## src/rtl/multicycle_control.sv

```systemverilog
// Main multicycle control FSM: decodes the opcode and steps each instruction through its states.
// Latency: one state per clock; FETCH, MEMRD and MEMWR are each held for 1+MEM_WAIT cycles.
// Backpressure: none accepted; memory latency is absorbed only through the fixed MEM_WAIT hold.
module multicycle_control #(
   parameter int MEM_WAIT = 0
) (
   input  logic       clk,
   input  logic       rst,
   input  logic [5:0] op,
   output logic       aluop1,
   output logic       aluop0,
   output logic       alusrca,
   output logic [1:0] alusrcb,
   output logic       pcwrite,
   output logic       pcwritecond,
   output logic       pcsource,
   output logic       iord,
   output logic       memread,
   output logic       memwrite,
   output logic       irwrite,
   output logic       regdst,
   output logic       memtoreg,
   output logic       regwrite,
   output logic       illegal,
   output logic [3:0] state_o
);

   localparam logic [5:0] OP_R    = 6'b000000;
   localparam logic [5:0] OP_LW   = 6'b100011;
   localparam logic [5:0] OP_SW   = 6'b101011;
   localparam logic [5:0] OP_BEQ  = 6'b000100;
   localparam logic [5:0] OP_ADDI = 6'b001000;
   localparam logic [5:0] OP_SUBI = 6'b001001;

   // Count value at which a memory state has been held long enough.
   localparam logic [3:0] WAIT_LAST = 4'(MEM_WAIT);

   typedef enum logic [3:0] {
      S_RST    = 4'd0,
      S_FETCH  = 4'd1,
      S_DECODE = 4'd2,
      S_MEMADR = 4'd3,
      S_MEMRD  = 4'd4,
      S_MEMWB  = 4'd5,
      S_MEMWR  = 4'd6,
      S_REXEC  = 4'd7,
      S_RWB    = 4'd8,
      S_BRANCH = 4'd9,
      S_IEXEC  = 4'd10,
      S_IWB    = 4'd11
   } state_t;

   state_t     state;
   state_t     next_state;
   logic [3:0] wait_cnt;
   logic       subi_flag;
   logic       wait_done;
   logic [1:0] aluop;

   assign wait_done = (wait_cnt == WAIT_LAST);
   assign aluop1    = aluop[1];
   assign aluop0    = aluop[0];
   assign state_o   = state;

   // State register, memory wait counter and subi flag; the counter restarts on every state change.
   always_ff @(posedge clk) begin
      if (rst) begin
         state     <= S_RST;
         wait_cnt  <= 4'd0;
         subi_flag <= 1'b0;
      end else begin
         state <= next_state;
         if (next_state != state)
            wait_cnt <= 4'd0;
         else
            wait_cnt <= wait_cnt + 4'd1;
         if (state == S_DECODE)
            subi_flag <= (op == OP_SUBI);
      end
   end

   // Next-state and Moore output decode; everything defaults to 0 and to holding the state.
   always_comb begin
      next_state  = state;
      aluop       = 2'b00;
      alusrca     = 1'b0;
      alusrcb     = 2'b00;
      pcwrite     = 1'b0;
      pcwritecond = 1'b0;
      pcsource    = 1'b0;
      iord        = 1'b0;
      memread     = 1'b0;
      memwrite    = 1'b0;
      irwrite     = 1'b0;
      regdst      = 1'b0;
      memtoreg    = 1'b0;
      regwrite    = 1'b0;
      illegal     = 1'b0;
      case (state)
         S_RST: begin
            next_state = S_FETCH;
         end
         S_FETCH: begin
            memread = 1'b1;
            alusrcb = 2'b01;
            // IR and PC load only once the memory word is valid.
            if (wait_done) begin
               irwrite    = 1'b1;
               pcwrite    = 1'b1;
               next_state = S_DECODE;
            end
         end
         S_DECODE: begin
            alusrcb = 2'b11;
            case (op)
               OP_LW, OP_SW:      next_state = S_MEMADR;
               OP_R:              next_state = S_REXEC;
               OP_BEQ:            next_state = S_BRANCH;
               OP_ADDI, OP_SUBI:  next_state = S_IEXEC;
               default: begin
                  illegal    = 1'b1;
                  next_state = S_FETCH;
               end
            endcase
         end
         S_MEMADR: begin
            alusrca    = 1'b1;
            alusrcb    = 2'b10;
            next_state = (op == OP_LW) ? S_MEMRD : S_MEMWR;
         end
         S_MEMRD: begin
            memread = 1'b1;
            iord    = 1'b1;
            if (wait_done)
               next_state = S_MEMWB;
         end
         S_MEMWB: begin
            regwrite   = 1'b1;
            memtoreg   = 1'b1;
            next_state = S_FETCH;
         end
         S_MEMWR: begin
            memwrite = 1'b1;
            iord     = 1'b1;
            if (wait_done)
               next_state = S_FETCH;
         end
         S_REXEC: begin
            alusrca    = 1'b1;
            aluop      = 2'b10;
            next_state = S_RWB;
         end
         S_RWB: begin
            regwrite   = 1'b1;
            regdst     = 1'b1;
            next_state = S_FETCH;
         end
         S_BRANCH: begin
            alusrca     = 1'b1;
            aluop       = 2'b01;
            pcwritecond = 1'b1;
            pcsource    = 1'b1;
            next_state  = S_FETCH;
         end
         S_IEXEC: begin
            alusrca    = 1'b1;
            alusrcb    = 2'b10;
            aluop      = subi_flag ? 2'b01 : 2'b00;
            next_state = S_IWB;
         end
         S_IWB: begin
            regwrite   = 1'b1;
            next_state = S_FETCH;
         end
         // Unused codes recover straight to FETCH with all outputs low.
         default: begin
            next_state = S_FETCH;
         end
      endcase
   end

endmodule

```

## config.mk

```make
export PLATFORM = sky130hd
export DESIGN_NAME = multicycle_control
export DESIGN_NICKNAME = d
export VERILOG_FILES = /design/src/rtl/multicycle_control.sv
export SDC_FILE = /design/constraint.sdc
export NUM_CORES = 1
export LEC_CHECK = 0
export BUFFER_PORTS_ARGS = -buffer_cell sky130_fd_sc_hd__clkbuf_2
export CAP_MARGIN = 10
export CORE_MARGIN = 3
export CORE_UTILIZATION = 43
export CTS_CLUSTER_DIAMETER = 60
export DETAILED_ROUTE_END_ITERATION = 10
export GPL_ROUTABILITY_DRIVEN = 0
export GPL_TIMING_DRIVEN = 0
export PLACE_DENSITY = 0.84
export SETUP_SLACK_MARGIN = 0.4
export SYNTH_ARGS = -nofsm -noshare
export SYNTH_HDL_FRONTEND = slang
export SYNTH_SLANG_ARGS = --single-unit
```

## constraint.sdc

```tcl
create_clock -name clk -period 1.41 [get_ports clk]
set_input_delay 0.282 -clock clk [delete_from_list [all_inputs] [get_ports clk]]
set_output_delay 0.282 -clock clk [all_outputs]
set_load 0.05 [all_outputs]
```

==> key figures, run 1 <==
Floorplan
  – Initial Util: 0.4868
  – Die Y: 48.72 µm
  – Row Count: 14
  – Ports: 28
  – Die X: 48.72 µm

Clock network
  – Clk sinks: 9
  – H-tree depth: 1
  – Post-cts sizing count: 71
  – Total CTS buffers: 3
  – CTS root buffer: clkbuf_4
  – CTS Buffer Depth: 2
  – Cts-stage hold buffer count: 0
  – Post-CTS Setup Repair Bufs: 23

Synth
  – Seq/Total Area, Yosys: 0.2297
  – Area of the mapped netlist: 784.5 µm²
  – Synth Register Bits: 9
  – Number of enable flip-flop cells after synthesis: 0
  – Library cells used by synthesis: 40
  – Yosys warning count: 0
  – Mapped Avg Cell Area: 7.332 µm²
  – Syn nets: 117
  – Synth Flop Type: dfxtp_1
  – Ys async rst share: 0
  – Synth Instances: 107

Placed design
  – Final HPWL DP: 1.890 mm
  – Port Buffers: 27

Status
  – Err: [ERROR DPL-0038] Utilization greater than 100%, impossible to legalize
  – Last stage: clock tree synthesis (4_1_cts)
  – Status: stopped before the end
## through the flow
stage               cell area (µm²)  std cells  setup slack [ns]  utilization
floorplan                      1169        107           -0.6500            -
global placement               1334        158           -0.4645       0.8276
detailed placement             1334        158           -0.4832       0.8276
## cell usage after synthesis, types with 2 or more instances
library cell	number	share of area
nor2_1	11	0.053
dfxtp_1	9	0.23
nand2b_1	8	0.064
nand2_1	7	0.033
a21oi_1	6	0.038
nor3_1	6	0.038
inv_1	5	0.024
clkbuf_1	4	0.019
o21ai_0	4	0.026
nand3_1	3	0.019
nor2b_1	3	0.024
nor4_1	3	0.024
o31ai_1	3	0.029
a211oi_1	2	0.019
and2_1	2	0.016
buf_4	2	0.019
ha_1	2	0.032
nor3b_1	2	0.019
nor4b_1	2	0.022
or3b_2	2	0.022
xnor2_1	2	0.022
## kinds of logic after synthesis
group           synth area share
buf+inv                  0.06697
fa+ha+maj                0.03189
simple gates              0.3972
compound gates            0.2408
flops                     0.2297
xor+xnor                 0.03350
==> inputs of run 2 (changes only) <==
--- a/config.mk
+++ b/config.mk
@@ -7,14 +7,12 @@
 export LEC_CHECK = 0
 export BUFFER_PORTS_ARGS = -buffer_cell sky130_fd_sc_hd__clkbuf_2
 export CAP_MARGIN = 10
-export CORE_MARGIN = 3
-export CORE_UTILIZATION = 43
-export CTS_CLUSTER_DIAMETER = 60
+export CORE_AREA = 3 3 64 66
 export DETAILED_ROUTE_END_ITERATION = 10
+export DIE_AREA = 0 0 67 69
 export GPL_ROUTABILITY_DRIVEN = 0
 export GPL_TIMING_DRIVEN = 0
-export PLACE_DENSITY = 0.84
-export SETUP_SLACK_MARGIN = 0.4
+export PLACE_DENSITY_LB_ADDON = 0.15
 export SYNTH_ARGS = -nofsm -noshare
 export SYNTH_HDL_FRONTEND = slang
 export SYNTH_SLANG_ARGS = --single-unit
==> constraint.sdc (replaced) <==
create_clock -name clk -period 1.85 [get_ports clk]
set_input_delay 0.37 -clock clk [delete_from_list [all_inputs] [get_ports clk]]
set_output_delay 0.37 -clock clk [all_outputs]
set_load 0.05 [all_outputs]
==> run 2 against run 1 <==
  * The flow now finishes, with violations (setup timing)
  * Synthesized cell count is the same
  * Synthesized area unchanged
==> key figures, run 2 <==
Clock network
  – Total CTS buffers: 3
  – Cts-stage hold buffer count: 0
  – Clk_lat worst skew: 0.24 ns
  – Clk sinks: 9
  – CTS tree: built
  – Clock-pin slew on the worst setup and hold paths: 0.05 ns
  – H-tree depth: 1
  – CTS root buffer: clkbuf_8
  – CTS Buffer Depth: 2

Power
  – Power Density: 669.4 nW/µm²
  – Pwr Total: 0.9062 mW
  – Worst VDD drop: 309.6 µV
  – Leakage power figure: 0.4995 nW

Cells and area
  – Util after Layout: 0.3726
  – Fill count: 397
  – Leading cell type in the layout, fill and taps excluded: clkbuf_2
  – Commonest cells after routing, fill and taps aside: clkbuf_2 (16), nor2_1 (8), clkbuf_8 (8)
  – Nets: 153
  – Fin area: 1354 µm²
  – Share of post-route cells with drive strength above 1: 0.5070
  – Area Overhead vs Synth: 72.57%
  – N_diodes: 0
  – Fin cells: 190

Status
  – Status: complete, but fails checks
  – Failing checks: setup timing

Placed design
  – Placed Area: 1137 µm²
  – Placed insts: 182
  – Port Buffers: 27
  – Final HPWL DP: 1.899 mm
  – Place WS: -0.2691 ns

Critical path
  – Reg2reg path depth: 6
  – Crit-path cells: inv_2 -> ha_4 -> or3b_4 -> nor4_4 -> buf_6 -> clkbuf_16
  – Buf+Inv Stages, Crit Path: 3
  – Crit-path slowest cell: or3b_4
  – Crit-path max cell delay: 0.40 ns
  – Crit. End Element: output pin
  – CP delay by family, top: simple AND/OR/NAND/NOR gates
  – CP required: 1.48 ns
  – WP depth: 6
  – Critical Path Source Type: flop
  – Setup CP Type: flop to output pin
  – Worst path arrival time: 1.62 ns
  – Crit path max fanout: 3

STA
  – Hold_ws: 0.4047 ns
  – Maximum clock rate: 502.3 MHz
  – Setup-failing EPs final: 8
  – RSZ-0062 raised after global routing: yes
  – Setup ws final: -0.1408 ns
  – Slew margin rel.: 0.4852
  – Least-Margin Pin Slew: 0.7706 ns
  – Tmin final: 1.991 ns
  – Crit share post-route: 1.076
  – Fin. Hold Viols: 0
  – Clk_skew: 0.002809 ns
  – Final Slew Violations: 0
  – Setup Total Neg Slack: -0.6355 ns

Synth
  – Yosys warning count: 0
  – Synth area leader: dfxtp_1
  – Syn nets: 117
  – Area of the mapped netlist: 784.5 µm²
  – Synth Register Bits: 9
  – Synth Instances: 107
  – Most frequent cell after synthesis: nor2_1
  – Ranking of synthesized cells by area: dfxtp_1 (23%), nand2b_1 (6.4%), nor2_1 (5.3%)
  – Library cells used by synthesis: 40
  – List of most frequent post-synthesis cells: nor2_1 (11), dfxtp_1 (9), nand2b_1 (8)
  – Synth Flop Type: dfxtp_1
  – Seq/Total Area, Yosys: 0.2297
  – Top-area cell type share of the netlist area: 0.2297
  – Ys async rst share: 0
  – Number of enable flip-flop cells after synthesis: 0
  – Mapped Avg Cell Area: 7.332 µm²

Floorplan
  – DIE AREA: 4623 µm²
  – Row Count: 22
  – Core Region: 3633 µm²
  – Die Y: 69 µm
  – Ports: 28
  – Die X: 67 µm
  – Initial Util: 0.2159

GRT
  – Number of global-route vias before repair: 842
  – Gr ovfl total: 0
  – All-layer global routing usage: 0.1188
  – Initial antenna violation count: 0
  – First-pass GRT wire length: 4.229 mm
  – Largest net degree at the start of global routing: 12

Route
  – Vias: 925
  – DRT antenna net count: 0
  – Pre-Repair DR Iteration Count: 4
  – Iteration-0 DRC Markers: 16
  – Final wirelength: 2.584 mm
  – Routed wire per std cell: 13.60 µm
  – DRC viols: 0
  – Vias per cell: 4.868

Flow run
  – Max-cap viol count: 0

Worst hold path
  – Hold path cells: 2
  – Worst hold path type: input port to flop
## run 2: cell counts after synthesis
No cell type changed its count.
## run 2: metal layers
metal | routed length [µm] | part of all wire | global-route usage | up-vias
li1 | - | - | - | 459
met1 | 1181 | 0.46 | 0.1673 | 429
met2 | 1211 | 0.47 | 0.1681 | 30
met3 | 122 | 0.047 | 0.02117 | 7
met4 | 69 | 0.027 | 0.06306 | 0
met5 | 0 | 0 | 0 | -
## run 2: path summary, 6_finish.rpt
path	startpoint	to	slack, ns
worst min-delay path	rst	subi_flag$_SDFFE_PP0P_	0.40
worst max-delay path	wait_cnt[0]$_SDFF_PP0_	pcwrite	-0.14
worst max register to register	wait_cnt[0]$_SDFF_PP0_	wait_cnt[2]$_SDFF_PP0_	0.07
worst min register to register	subi_flag$_SDFFE_PP0P_	subi_flag$_SDFFE_PP0P_	0.47
## run 2: power breakdown
group | total, mW | internal, mW | switching, mW
Clock | 0.237 | 0.151 | 0.0862
Sequential | 0.228 | 0.205 | 0.0225
Combinational | 0.441 | 0.182 | 0.259
## run 2: cell type report
class,instances,area (µm²),share of cell area
well taps,48,60.06,0.04436
clock buffers,4,45.04,0.03327
multi-input cells,86,710.7,0.5250
inverters,5,18.77,0.01386
repair buffers,32,259.0,0.1913
plain buffers,6,65.06,0.04806
flip-flops and latches,9,195.2,0.1442
## run 2: kinds of logic after synthesis
group,Yosys count,synth area share
xor gates and xnor gates,3,0.03350
DFF,9,0.2297
buffers and inverters,12,0.06697
AOI/OAI and AO/OA,26,0.2408
and+or+nand+nor,55,0.3972
adders and majority gates,2,0.03189
## run 2: what timing repair did
action	4_1_cts	5_1_grt
gates resized for setup	23	17
gates cloned	0	0
setup buffers	3	2
endpoints found under the setup margin	12	15
pin swaps	3	3
No activity file was read; power rests on OpenSTA's default activity.
==> inputs of run 3 (changes only) <==
--- a/config.mk
+++ b/config.mk
@@ -13,6 +13,7 @@
 export GPL_ROUTABILITY_DRIVEN = 0
 export GPL_TIMING_DRIVEN = 0
 export PLACE_DENSITY_LB_ADDON = 0.15
+export SKIP_CTS_REPAIR_TIMING = 1
 export SYNTH_ARGS = -nofsm -noshare
 export SYNTH_HDL_FRONTEND = slang
 export SYNTH_SLANG_ARGS = --single-unit
==> constraint.sdc (replaced) <==
create_clock -name clk -period 2.6 [get_ports clk]
set_input_delay 0.52 -clock clk [delete_from_list [all_inputs] [get_ports clk]]
set_output_delay 0.52 -clock clk [all_outputs]
set_load 0.05 [all_outputs]
==> run 3 against run 2 <==
  * First-iteration DRC count increased by 63%
  * Register-to-register slack improved by 0.70 ns
  * Critical endpoint is now alusrca
  * Wire length shrank 3.8%
  * Sequential share of layout area up 2.4 points
  * The run now ends clean
==> key figures, run 3 (synthesis gave the netlist of run 2 again) <==
Floorplan
  – Core Region: 3633 µm²
  – Die Y: 69 µm
  – Row Count: 22
  – Die X: 67 µm
  – DIE AREA: 4623 µm²
  – Initial Util: 0.2159
  – Ports: 28

GRT
  – Initial antenna violation count: 0
  – First-pass GRT wire length: 4.043 mm
  – All-layer global routing usage: 0.1103
  – Number of global-route vias before repair: 816
  – Gr ovfl total: 0
  – Largest net degree at the start of global routing: 11

Clock network
  – CTS Buffer Depth: 2
  – Total CTS buffers: 3
  – Clk_lat worst skew: 0.23 ns
  – CTS tree: built
  – H-tree depth: 1
  – Clock-pin slew on the worst setup and hold paths: 0.05 ns
  – Clk sinks: 9
  – CTS root buffer: clkbuf_8

STA
  – Fin. Hold Viols: 0
  – Slew margin rel.: 0.5012
  – Setup Total Neg Slack: 0 ns
  – Setup ws final: 0.1643 ns
  – Clk_skew: 0.003298 ns
  – Maximum clock rate: 410.6 MHz
  – Tmin final: 2.436 ns
  – Final Slew Violations: 0
  – Crit share post-route: 0.9368
  – RSZ-0062 raised after global routing: no
  – Least-Margin Pin Slew: 0.7466 ns
  – Hold_ws: 0.4686 ns
  – Setup-failing EPs final: 0

Route
  – Vias: 911
  – Routed wire per std cell: 13.36 µm
  – Iteration-0 DRC Markers: 26
  – Vias per cell: 4.898
  – DRC viols: 0
  – Pre-Repair DR Iteration Count: 4
  – DRT antenna net count: 0
  – Final wirelength: 2.485 mm

Power
  – Worst VDD drop: 152.6 µV
  – Pwr Total: 0.5528 mW
  – Power Density: 515.0 nW/µm²
  – Leakage power figure: 0.4269 nW

Status
  – Status: finished, final reports clean

Cells and area
  – Nets: 149
  – Leading cell type in the layout, fill and taps excluded: clkbuf_2
  – N_diodes: 0
  – Commonest cells after routing, fill and taps aside: clkbuf_2 (29), nor2_1 (9), dfxtp_1 (9)
  – Fill count: 430
  – Multi-input logic area: 598.1 µm²
  – Util after Layout: 0.2955
  – Share of post-route cells with drive strength above 1: 0.3551
  – Register area: 180.2 µm²
  – Area Overhead vs Synth: 36.84%

Critical path
  – CP delay by family, top: buffers and inverters
  – Worst path arrival time: 1.92 ns
  – Crit-path max cell delay: 0.44 ns
  – Crit-path slowest cell: buf_1
  – Critical Path Source Type: flop
  – Crit-path cells: clkbuf_1 -> buf_1 -> nand2_1 -> o22ai_2 -> clkbuf_2
  – Buf+Inv Stages, Crit Path: 3
  – Crit. End Element: output pin
  – Crit path max fanout: 10
  – Setup CP Type: flop to output pin
  – CP required: 2.08 ns

Placed design
  – Final HPWL DP: 1.968 mm
  – Place WS: 0.2066 ns
  – Port Buffers: 27

Worst hold path
  – Worst hold path type: flop to flop

Flow run
  – Max-cap viol count: 0
## run 3: cell count changes in the layout (fill, tap and decap cells not counted), moves of 3 or more
| cell | change |
|---|---|
| clkbuf_2 | +13 |
| dfxtp_1 | +6 |
| buf_4 | -5 |
| clkbuf_8 | -5 |
| buf_6 | -4 |
| clkbuf_4 | -3 |
| dfxtp_2 | -3 |
| dfxtp_4 | -3 |
| nor2_4 | -3 |
| nor3_2 | +3 |
| nor3_4 | -3 |
## run 3: stage by stage
stage                     instances  area (µm²)
after floorplan                 107       830.8
after CTS                       186        1071
after detailed placement        182        1026
final                           186        1074
after global routing            186        1074
after global placement          182        1026
## run 3: layout make-up
class / count / share of cell area
clock buffer: 4 / 0.04196
sequential: 9 / 0.1678
timing repair buffer: 27 / 0.1259
tap: 48 / 0.05594
inverter: 5 / 0.01748
multi-input combinational: 86 / 0.5571
buffer: 7 / 0.03380
## run 3: worst reg2reg max path: cells and delay by family, from the launching register on
kind            cells  cell delay, ns
compound gates      1            0.11
fa+ha+maj           1            0.16
buf+inv             1            0.06
flops               1            0.33
simple gates        3            1.04
## run 3: where the power goes
group	total, mW	internal [mW]	leakage [nW]	switching, mW
Clock	0.161	0.107	0.0228	0.0539
Combinational	0.237	0.0680	0.331	0.169
Sequential	0.155	0.145	0.0732	0.00962
## run 3: path summary, 6_finish.rpt
kind	start	to	slack (ns)	depth (start not counted)
worst max-delay path	state_o[0]$_SDFF_PP0_	alusrca	0.16	5
worst min register to register	subi_flag$_SDFFE_PP0P_	subi_flag$_SDFFE_PP0P_	0.47	2
worst max register to register	wait_cnt[0]$_SDFF_PP0_	wait_cnt[0]$_SDFF_PP0_	0.77	6
worst min-delay path	subi_flag$_SDFFE_PP0P_	subi_flag$_SDFFE_PP0P_	0.47	2
## run 3: layer usage
metal  part of all wire  track usage  routed length [µm]
met1               0.46       0.1513                1134
met2               0.48       0.1779                1181
met3              0.068      0.02117                 169
met4                  0      0.02027                   0
met5                  0            0                   0
==> inputs of run 4 (changes only) <==
--- a/config.mk
+++ b/config.mk
@@ -7,12 +7,13 @@
 export LEC_CHECK = 0
 export BUFFER_PORTS_ARGS = -buffer_cell sky130_fd_sc_hd__clkbuf_2
 export CAP_MARGIN = 10
-export CORE_AREA = 3 3 64 66
+export CORE_AREA = 8 8 69 71
 export DETAILED_ROUTE_END_ITERATION = 10
-export DIE_AREA = 0 0 67 69
+export DIE_AREA = 0 0 77 79
 export GPL_ROUTABILITY_DRIVEN = 0
 export GPL_TIMING_DRIVEN = 0
 export PLACE_DENSITY_LB_ADDON = 0.15
+export RECOVER_POWER = 25
 export SKIP_CTS_REPAIR_TIMING = 1
 export SYNTH_ARGS = -nofsm -noshare
 export SYNTH_HDL_FRONTEND = slang
==> run 4 against run 3 <==
  * Clock skew hardly changed
  * Via count is 0.44% higher
  * First-iteration DRC count increased by 140%
  * Clock power rose by 6%
  * Design area is 0.35% lower
  * Global-route usage decreased by 2.7 points
  * Sequential cell count unchanged
  * Largest power group unchanged
  * Utilization fell by 1.4 points
  * Register-to-register slack about the same
  * Critical path type unchanged
  * Worst hold slack worse by 0.011 ns
  * Fmax is 0.14% lower
==> key figures, run 4 (synthesis gave the netlist of run 2 again) <==
Status
  – Status: finished, final reports clean

Power
  – Worst VDD drop: 189.4 µV
  – Leakage power figure: 0.4099 nW
  – Power Density: 523.5 nW/µm²
  – Pwr Total: 0.5601 mW

STA
  – Setup-failing EPs final: 0
  – RSZ-0062 raised after global routing: no
  – Slew margin rel.: 0.5007
  – Hold_ws: 0.4579 ns
  – Maximum clock rate: 410.0 MHz
  – Setup Total Neg Slack: 0 ns
  – Crit share post-route: 0.9381
  – Clk_skew: 0.003368 ns
  – Fin. Hold Viols: 0
  – Tmin final: 2.439 ns
  – Setup ws final: 0.1610 ns
  – Least-Margin Pin Slew: 0.7473 ns
  – Final Slew Violations: 0

Critical path
  – Crit path max fanout: 10
  – Crit. End Element: output pin
  – Crit-path slowest cell: buf_1
  – Crit-path max cell delay: 0.44 ns
  – RR Startpoint: wait_cnt[0]$_SDFF_PP0_
  – Critical Path Source Type: flop
  – Crit. Startpoint: state_o[0]$_SDFF_PP0_
  – CP required: 2.08 ns
  – Setup CP Type: flop to output pin
  – Worst path arrival time: 1.92 ns
  – Crit-path cells: clkbuf_1 -> buf_1 -> nand2_1 -> o22ai_2 -> clkbuf_2

Placed design
  – Place WS: 0.2225 ns
  – Placed insts: 184
  – Port Buffers: 27
  – Final HPWL DP: 2.011 mm
  – Placed Area: 1028 µm²

Cells and area
  – Register area: 180.2 µm²
  – Leading cell type in the layout, fill and taps excluded: clkbuf_2
  – Share of post-route cells with drive strength above 1: 0.3188
  – Fin cells: 188
  – Commonest cells after routing, fill and taps aside: clkbuf_2 (23), nor2_1 (9), dfxtp_1 (9)
  – Fin area: 1070 µm²
  – Multi-input logic area: 598.1 µm²
  – Fill count: 445
  – Area Overhead vs Synth: 36.36%
  – Nets: 149
  – N_diodes: 0
  – Util after Layout: 0.2816

Clock network
  – Total CTS buffers: 3
  – Clock-pin slew on the worst setup and hold paths: 0.05 ns
  – Clk_lat worst skew: 0.24 ns
  – CTS root buffer: clkbuf_8
  – Clk sinks: 9
  – CTS tree: built
  – H-tree depth: 1
  – CTS Buffer Depth: 2

Floorplan
  – Initial Util: 0.2065
  – Die Y: 79 µm
  – Core Region: 3799 µm²
  – DIE AREA: 6083 µm²
  – Row Count: 23
  – Ports: 28
  – Die X: 77 µm

Route
  – Vias: 915
  – Routed wire per std cell: 13.30 µm
  – Final wirelength: 2.500 mm
  – Vias per cell: 4.867
  – DRC viols: 0
  – Pre-Repair DR Iteration Count: 4
  – Iteration-0 DRC Markers: 63
  – DRT antenna net count: 0

GRT
  – All-layer global routing usage: 0.08331
  – Gr ovfl total: 0
  – Largest net degree at the start of global routing: 11
  – First-pass GRT wire length: 4.209 mm
  – Initial antenna violation count: 0
  – Number of global-route vias before repair: 898

Worst hold path
  – Worst hold path type: flop to flop
  – Hold path start: subi_flag$_SDFFE_PP0P_

Flow run
  – Max-cap viol count: 0
## run 4: worst paths after layout
kind / to / slack, ns / depth (start not counted)
setup reg to reg: wait_cnt[1]$_SDFF_PP0_ / 0.76 / 6
hold / removal: subi_flag$_SDFFE_PP0P_ / 0.46 / 2
hold reg to reg: subi_flag$_SDFFE_PP0P_ / 0.46 / 2
setup / recovery: alusrca / 0.16 / 5
## run 4: where the power goes
group | internal, mW | total, mW | switching (mW)
combinational | 0.0665 | 0.236 | 0.170
clock | 0.105 | 0.170 | 0.0644
sequential | 0.145 | 0.154 | 0.00906
## run 4: routing by layer
metal | global-route usage | part of all wire
met1 | 0.09383 | 0.43
met2 | 0.1359 | 0.48
met3 | 0.03950 | 0.073
met4 | 0.02830 | 0.018
met5 | 0 | 0
## run 4: cell type report
type,instances,share of cell area
multi-input combinational,86,0.5591
sequential,9,0.1684
timing repair buffer,27,0.1205
tap,50,0.05848
clock buffer,3,0.03860
buffer,7,0.03275
inverter,5,0.01754
clock inverter,1,0.004678
## run 4: worst max-delay path, delay by kind of cell, from the launching register on
family | cells | cell delay (ns)
AOI/OAI and AO/OA | 1 | 0.16
buffers and inverters | 3 | 1.04
and+or+nand+nor | 1 | 0.15
DFF | 1 | 0.33
